**config.mk**
```make
export PLATFORM = sky130hd
export DESIGN_NAME = abr_prim_rr_arb
export DESIGN_NICKNAME = d
export VERILOG_FILES = /design/src/rtl/abr_prim_rr_arb.sv
export SDC_FILE = /design/constraint.sdc
export NUM_CORES = 1
export LEC_CHECK = 0
export BUFFER_PORTS_ARGS = -buffer_cell sky130_fd_sc_hd__buf_2
export CAP_MARGIN = 20
export CORE_MARGIN = 4
export CORE_UTILIZATION = 32
export DETAILED_ROUTE_END_ITERATION = 12
export MAX_ROUTING_LAYER = met4
export PLACE_DENSITY = 0.81
export SKIP_LAST_GASP = 1
export SLEW_MARGIN = 25
export SYNTH_ARGS = -nofsm -noshare
export SYNTH_HDL_FRONTEND = slang
export SYNTH_SLANG_ARGS = --single-unit
```
**constraint.sdc**
```tcl
create_clock -name clk_i -period 3.4 [get_ports clk_i]
set_input_delay 0.68 -clock clk_i [delete_from_list [all_inputs] [get_ports clk_i]]
set_output_delay 0.68 -clock clk_i [all_outputs]
set_load 0.05 [all_outputs]
```
**src/rtl/abr_prim_rr_arb.sv**
```systemverilog
// abr_prim_rr_arb: round-robin arbiter that forwards one payload per transfer.
// Each cycle the arbiter selects one active requester and presents its
// payload downstream. A transfer completes when valid_o && ready_i.
// The search for an active requester starts at ptr and wraps circularly.
// Optional macro ABR_RR_ARB_LOCK_EN turns on grant locking. With locking on,
// a presented winner stays fixed until its transfer completes. With the macro
// undefined, the winner is re-evaluated every cycle.
// Optional macro ABR_INC_ASSERT enables embedded protocol assertions.
//
// Handshake: valid_o/data_o/idx_o are offered downstream; a transfer happens in
// exactly the cycle where valid_o && ready_i, and gnt_o pulses one-hot in that
// same cycle to tell the winning requester its payload was taken. A requester
// keeps req_i and its payload stable until it sees its gnt_o bit.
module abr_prim_rr_arb #(
    parameter int N  = 4,
    parameter int DW = 32,
    localparam int IdxW = (N > 1) ? $clog2(N) : 1
) (
    input  logic            clk_i,
    input  logic            rst_i,
    input  logic [N-1:0]    req_i,
    input  logic [N*DW-1:0] data_i,
    output logic [N-1:0]    gnt_o,
    output logic            valid_o,
    output logic [DW-1:0]   data_o,
    output logic [IdxW-1:0] idx_o,
    input  logic            ready_i
);

    // N expressed in the widened index arithmetic used for wrap-around
    localparam logic [IdxW:0] NW = (IdxW+1)'(N);

    typedef enum logic {
        IDLE   = 1'b0,
        LOCKED = 1'b1
    } state_e;

    state_e          state_q, state_d;
    logic [IdxW-1:0] ptr_q, ptr_d;
    logic [IdxW-1:0] lidx_q, lidx_d;

    logic [N-1:0]    rot;
    logic            search_hit;
    logic [IdxW:0]   search_off;
    logic [IdxW:0]   search_sum;
    logic [IdxW-1:0] search_idx;
    logic            lock_req;
    logic [IdxW-1:0] win;
    logic            arb_valid;
    logic [DW-1:0]   win_data;
    logic            hs;
    logic [IdxW-1:0] win_next;

    // requests rotated so that bit 0 is the requester at ptr
    assign rot = N'({req_i, req_i} >> ptr_q);

    // first active requester at or after ptr, mapped back to an absolute index
    always_comb begin
        search_hit = 1'b0;
        search_off = '0;
        for (int k = 0; k < N; k++) begin
            if (!search_hit && rot[k]) begin
                search_hit = 1'b1;
                search_off = (IdxW+1)'(k);
            end
        end
        search_sum = {1'b0, ptr_q} + search_off;
        if (search_sum >= NW) begin
            search_sum = search_sum - NW;
        end
        search_idx = search_sum[IdxW-1:0];
    end

    // request level of the locked requester
    always_comb begin
        lock_req = 1'b0;
        for (int i = 0; i < N; i++) begin
            if (lidx_q == IdxW'(i)) begin
                lock_req = req_i[i];
            end
        end
    end

    assign win       = (state_q == LOCKED) ? lidx_q : search_idx;
    assign arb_valid = (state_q == LOCKED) ? lock_req : (|req_i);

    // payload of the current winner
    always_comb begin
        win_data = '0;
        for (int i = 0; i < N; i++) begin
            if (win == IdxW'(i)) begin
                win_data = data_i[i*DW +: DW];
            end
        end
    end

    // outputs, forced quiet while reset is asserted
    always_comb begin
        valid_o = arb_valid && !rst_i;
        idx_o   = valid_o ? win : '0;
        data_o  = valid_o ? win_data : '0;
        gnt_o   = '0;
        for (int i = 0; i < N; i++) begin
            gnt_o[i] = valid_o && ready_i && (win == IdxW'(i));
        end
    end

    assign hs       = valid_o && ready_i;
    assign win_next = ({1'b0, win} == (NW - 1'b1)) ? '0 : (win + 1'b1);

    // next-state: pointer advance on transfer, optional lock entry/exit
    always_comb begin
        state_d = state_q;
        ptr_d   = ptr_q;
        lidx_d  = lidx_q;
        case (state_q)
            IDLE: begin
                if (hs) begin
                    ptr_d = win_next;
                end
`ifdef ABR_RR_ARB_LOCK_EN
                else if (valid_o) begin
                    state_d = LOCKED;
                    lidx_d  = win;
                end
`endif
            end
            LOCKED: begin
                if (hs) begin
                    ptr_d   = win_next;
                    state_d = IDLE;
                end else if (!lock_req) begin
                    state_d = IDLE;
                end
            end
            default: state_d = IDLE;
        endcase
    end

    // state register
    always_ff @(posedge clk_i or posedge rst_i) begin
        if (rst_i) begin
            state_q <= IDLE;
            ptr_q   <= '0;
            lidx_q  <= '0;
        end else begin
            state_q <= state_d;
            ptr_q   <= ptr_d;
            lidx_q  <= lidx_d;
        end
    end

`ifdef ABR_INC_ASSERT
    a_gnt_onehot0 : assert property (@(posedge clk_i) disable iff (rst_i)
        $onehot0(gnt_o));
`ifdef ABR_RR_ARB_LOCK_EN
    a_lock_stable : assert property (@(posedge clk_i) disable iff (rst_i)
        (valid_o && !ready_i) |=> (idx_o == $past(idx_o)));
`endif
`endif

endmodule

```
==> impl_metrics.toml, run 1 <==
[floorplanning]
start_util_pct = 33.1
row_count = 25
fp.dieH_um = 77.9
dieArea_um2 = 6060
io_pins = 174
die_width_um = 77.9
core_area_um2 = 4720

[global_route]
grt_antenna_before_repair = 0
grt_max_degree = 30
grt_pass1_vias = 2651
overflow = 0
grt_pass1_wl_um = 12100
grt_util_all_layers_pct = 24.5

[synthesis]
synth-seq-cells = 3
synth_edf_count = 0
syn_inst = 247
synthFlopType = "dfrtp_1"
synth.avg_cell_area_um2 = 6.32
ys_seq_area_share_pct = 4.81
syn_nets = 387
ys_types = 35
syn_area_um2 = 1560
yosysWarnings = 0
synthArstFlopShare_pct = 100

[critical_path]
crit_fanout = 8
critPathLaunchType = "input port"
crit_start = "req_i[0]"
crit_slowest_cell = "a211o_1"
crit_chain = "buf_8 -> o21a_1 -> a21oi_2 -> o211ai_1 -> ha_2 -> xor2_2 -> nor2b_4 -> mux2i_2 -> ha_2 -> nor2b_4 -> buf_6 -> buf_12 -> a221oi_2 -> a211o_1 -> a21oi_4 -> buf_6"
reg2reg_from = "ptr_q[0]"
critPathKind = "in2out"
max_stage_delay_ns = 0.30
critPathRequiredTime_ns = 2.72
worstPathArrival_ns = 3.25
endpoint_kind = "output port"
critPathTopFamily = "compound AO/OA/AOI/OAI gates"
cp_num_buf_inv = 4

[timing]
relSlewSlack_pct = 73.2
finalCritPeriodShare_pct = 116
max_freq_mhz = 254
hold-worst-slack_ns = 0.356
tns_ns = -15.68
drv_slew = 0
tightestPinTransition_ns = 0.400
layout_min_cycle_time_ns = 3.93
setup_viol = 35
hold_viol = 0
setup_slack_ns = -0.532
clock-skew-final_ns = 0.00132
rsz0062_at_grt = "true"

[layout]
fin_util_pct = 77.1
nets = 570
instances_no_fill = 496
syn2layout_area_growth_pct = 133
final_common_cell = "buf_2"
n_antenna_cell = 0
final_cell_mix = "133 x buf_2, 38 x nand2_1, 36 x buf_6"
drive_above_1_share_pct = 65.3

[outcome]
violations = "setup timing"
status = "finished with violations"

[clocking]
hold_buffers = 0
clock_path_buffers = 2
cts_max_level = 1
cts_sinks = 3
clk_pin_slew_ns = 0.03
cts_tree = "built"
clock_latency_ns = 0.22
cts_root_buf = "clkbuf_8"
cts_made_buffers = 3

[detailed_routing]
vias_per_cell = 5.35
drt-initial-drc-count = 68
vias = 2656
routedWlPerCell_um = 16.1
wirelength_um = 7970
drc = 0
dr.pass1.iters = 5
ant_nets = 0

[placed_design]
dp.cells = 482
gp_congestion = 0.796
io_buffers = 173
hpwl_um = 5590

[worst_hold_path]
hp-class = "in2async"

[run]
cap_violations = 0
logic make-up (layout without fill, tap and decap cells):
group | Yosys count | in the layout | share of synthesized area (%)
adder cells (fa/ha/maj) | 5 | 5 | 4.01
multiplexers | 6 | 6 | 4.41
flip-flops | 3 | 3 | 4.81
AND/OR/NAND/NOR | 59 | 59 | 16.9
XOR/XNOR | 1 | 1 | 0.561
buffers and inverters | 66 | 248 | 18.0
AO/OA/AOI/OAI | 107 | 107 | 51.3
worst register-to-register path, delay by kind of cell (launching register included):
kind	cells	cell delay, ns
flops	1	0.49
compound gates	2	0.25
simple gates	1	0.13
buf+inv	1	0.21
xor+xnor	1	0.18
mux	2	0.46
fa+ha+maj	2	0.52
final cells by class:
type                            count  area (um2)
Fill cell                         309        1080
Inverter                           37         144
Timing Repair Buffer              207        1570
Clock buffer                        4        45.0
Multi-Input combinational cell    178        1730
Tap cell                           67        83.8
Sequential cell                     3        75.1
synth_stat cells, drive strengths merged (3+ instances only):
master,n,area share (%)
a211o,32,18
buf,12,4.8
mux2,4,3.1
nand2,39,9.5
and3,4,1.6
a221oi,31,17
nor2,5,1.2
ha,5,4.0
clkbuf,17,4.2
dfrtp,3,4.8
inv,37,9.1
a21oi,36,12
metrics by stage:
step	setup slack (ns)	area, um2
final	-0.532	3640
after global routing	-0.668	3640
after CTS	-0.475	3570
after detailed placement	-0.635	3100
after global placement	-0.513	3100
after floorplan	-0.387	2080
routing by layer:
| metal | GRT usage [%] | vias up | wire [um] |
|---|---|---|---|
| met5 | - | - | 0 |
| met2 | 45.8 | 144 | 4230 |
| met4 | 6.41 | 0 | 142 |
| met1 | 27.3 | 1224 | 3020 |
| li1 | - | 1270 | - |
| met3 | 2.78 | 18 | 588 |
state kept, by name (all words and copies together) (netlist names):
name     count
state_q      1
ptr_q        2
what timing repair did:
action	in CTS	in global routing
gates resized for setup	99	17
endpoints found under the setup margin	36	36
pin swaps	6	9
gates cloned	2	2
buffers inserted	8	2
final timing paths:
kind	endpoint	slack (ns)	cells past startpoint
hold reg to reg	state_q	0.66	2
max in group asynchronous	ptr_q[0]	2.91	2
setup / recovery	data_o[19]	-0.53	16
setup reg to reg	ptr_q[1]	1.04	9
min in group clk_i	state_q	0.66	2
hold / removal	state_q	0.36	2
Power of run 1 is not shown: default switching activity piles up to over one toggle a cycle in this logic, so the estimate is an artifact.
==> run 2: changes to the inputs <==
- CORE_ASPECT_RATIO: default -> 1.2
==> impl_metrics.toml, run 2 (same netlist as run 1, synthesis figures left out) <==
[outcome]
status = "finished with violations"
violations = "setup timing"

[clocking]
cts_made_buffers = 3
cts_root_buf = "clkbuf_8"
clock_path_buffers = 2
clk_pin_slew_ns = 0.04
cts_sinks = 3
clock_latency_ns = 0.22
hold_buffers = 0
cts_max_level = 1
cts_tree = "built"

[placed_design]
hpwl_um = 5720
io_buffers = 173
place_ws_ns = -0.681
gp_congestion = 0.828

[layout]
largest_registers = "ptr_q x2, state_q x1"
fill_cells = 251
n_antenna_cell = 0
syn2layout_area_growth_pct = 160
largest_register_ffs = 2
largest-register = "ptr_q"
final_cell_mix = "133 x buf_2, 43 x buf_6, 35 x inv_1"
drive_above_1_share_pct = 68.7
nets = 594
final_common_cell = "buf_2"

[critical_path]
critPathKind = "in2out"
endpoint_kind = "output port"
worstPathArrival_ns = 3.37
crit_fanout = 6
critPathRequiredTime_ns = 2.72
critPathLaunchType = "input port"

[global_route]
grt_util_all_layers_pct = 29.1
grt_pass1_wl_um = 14000
grt_max_degree = 19
grt_pass1_vias = 3061
grt_antenna_before_repair = 0
overflow = 0

[floorplanning]
start_util_pct = 33.5
io_pins = 174
die_width_um = 71.8
core_area_um2 = 4660
fp.dieH_um = 84.5
row_count = 27
dieArea_um2 = 6070

[detailed_routing]
ant_nets = 0
drt-initial-drc-count = 189
vias = 2971
routedWlPerCell_um = 19.8
wirelength_um = 10100
drc = 0
dr.pass1.iters = 5
vias_per_cell = 5.81

[timing]
setup_slack_ns = -0.649
max_freq_mhz = 247
hold-worst-slack_ns = 0.362
drv_slew = 0
rsz0062_at_grt = "true"
tightestPinTransition_ns = 0.341
setup_viol = 35
clock-skew-final_ns = 0.00517
hold_viol = 0
layout_min_cycle_time_ns = 4.05
finalCritPeriodShare_pct = 119
relSlewSlack_pct = 77.1

[run]
cap_violations = 0

[worst_hold_path]
hp-class = "in2async"
[run 2: cell types whose count changed in the layout (fill, tap and decap cells not counted), moves of 2 or more]
cell,change
nand2_2,+5
a221oi_2,-3
buf_16,+5
a221oi_4,+3
buf_6,+7
nand2_1,-5
bufbuf_16,+2
buf_4,+11
[run 2: final cells by class]
cell class | instances | area [um2] | area share, %
Inverter | 37 | 141 | 3.48
Sequential cell | 3 | 76.3 | 1.88
Tap cell | 58 | 72.6 | 1.78
Multi-Input combinational cell | 178 | 1810 | 44.6
Clock buffer | 4 | 45.0 | 1.11
Timing Repair Buffer | 231 | 1920 | 47.2
[run 2: what timing repair did]
action                                  4_1_cts  5_1_grt
pin swaps                                    19       22
endpoints found under the setup margin       36       36
resized for setup                           102       32
gates cloned                                  6        2
buffers inserted                             11        5
[run 2: final timing paths]
| kind | end | depth (start not counted) | from | slack [ns] |
|---|---|---|---|---|
| max | data_o[29] | 17 | req_i[1] | -0.65 |
| min | ptr_q[1] | 2 | rst_i | 0.36 |
| max reg2reg | ptr_q[1] | 10 | ptr_q[0] | 1.03 |
| min reg2reg | state_q | 2 | state_q | 0.68 |
| max in group asynchronous | ptr_q[0] | 2 | rst_i | 2.87 |
| min in group clk_i | state_q | 2 | state_q | 0.68 |
[run 2: worst max-delay path, stage by stage]
cell and delay, ns:
buf_8 0.10, nor2_4 0.13, o21a_1 0.17, a21oi_2 0.06
o211ai_1 0.12, ha_2 0.25, xor2_2 0.17, nor2b_4 0.21
mux2i_4 0.10, ha_2 0.19, nor2b_4 0.14, buf_12 0.14
clkbuf_16 0.15, a221oi_1 0.33, a211o_1 0.20, a21oi_4 0.07
buf_6 0.15
[run 2: per-layer routing]
layer  routed length (um)  global-route usage [%]  vias to the layer above
met5                    0                       -                        -
met4                  331                    8.38                        0
met3                  906                    4.91                       42
met2                 5540                    57.4                      207
met1                 3330                    28.1                     1397
li1                     -                       -                     1325
[run 2: stage by stage]
stage               setup TNS, ns  cell area, um2  util [%]  instances
CTS                        -17.91            3840      82.3        505
global placement           -18.00            3140      67.4        484
finish                     -19.20            4070      87.2        511
floorplan                  -11.90            2080         -        247
detailed placement         -21.13            3140      67.4        484
global route               -24.12            4070      87.2        511
Power of run 2 is left out for the same reason.
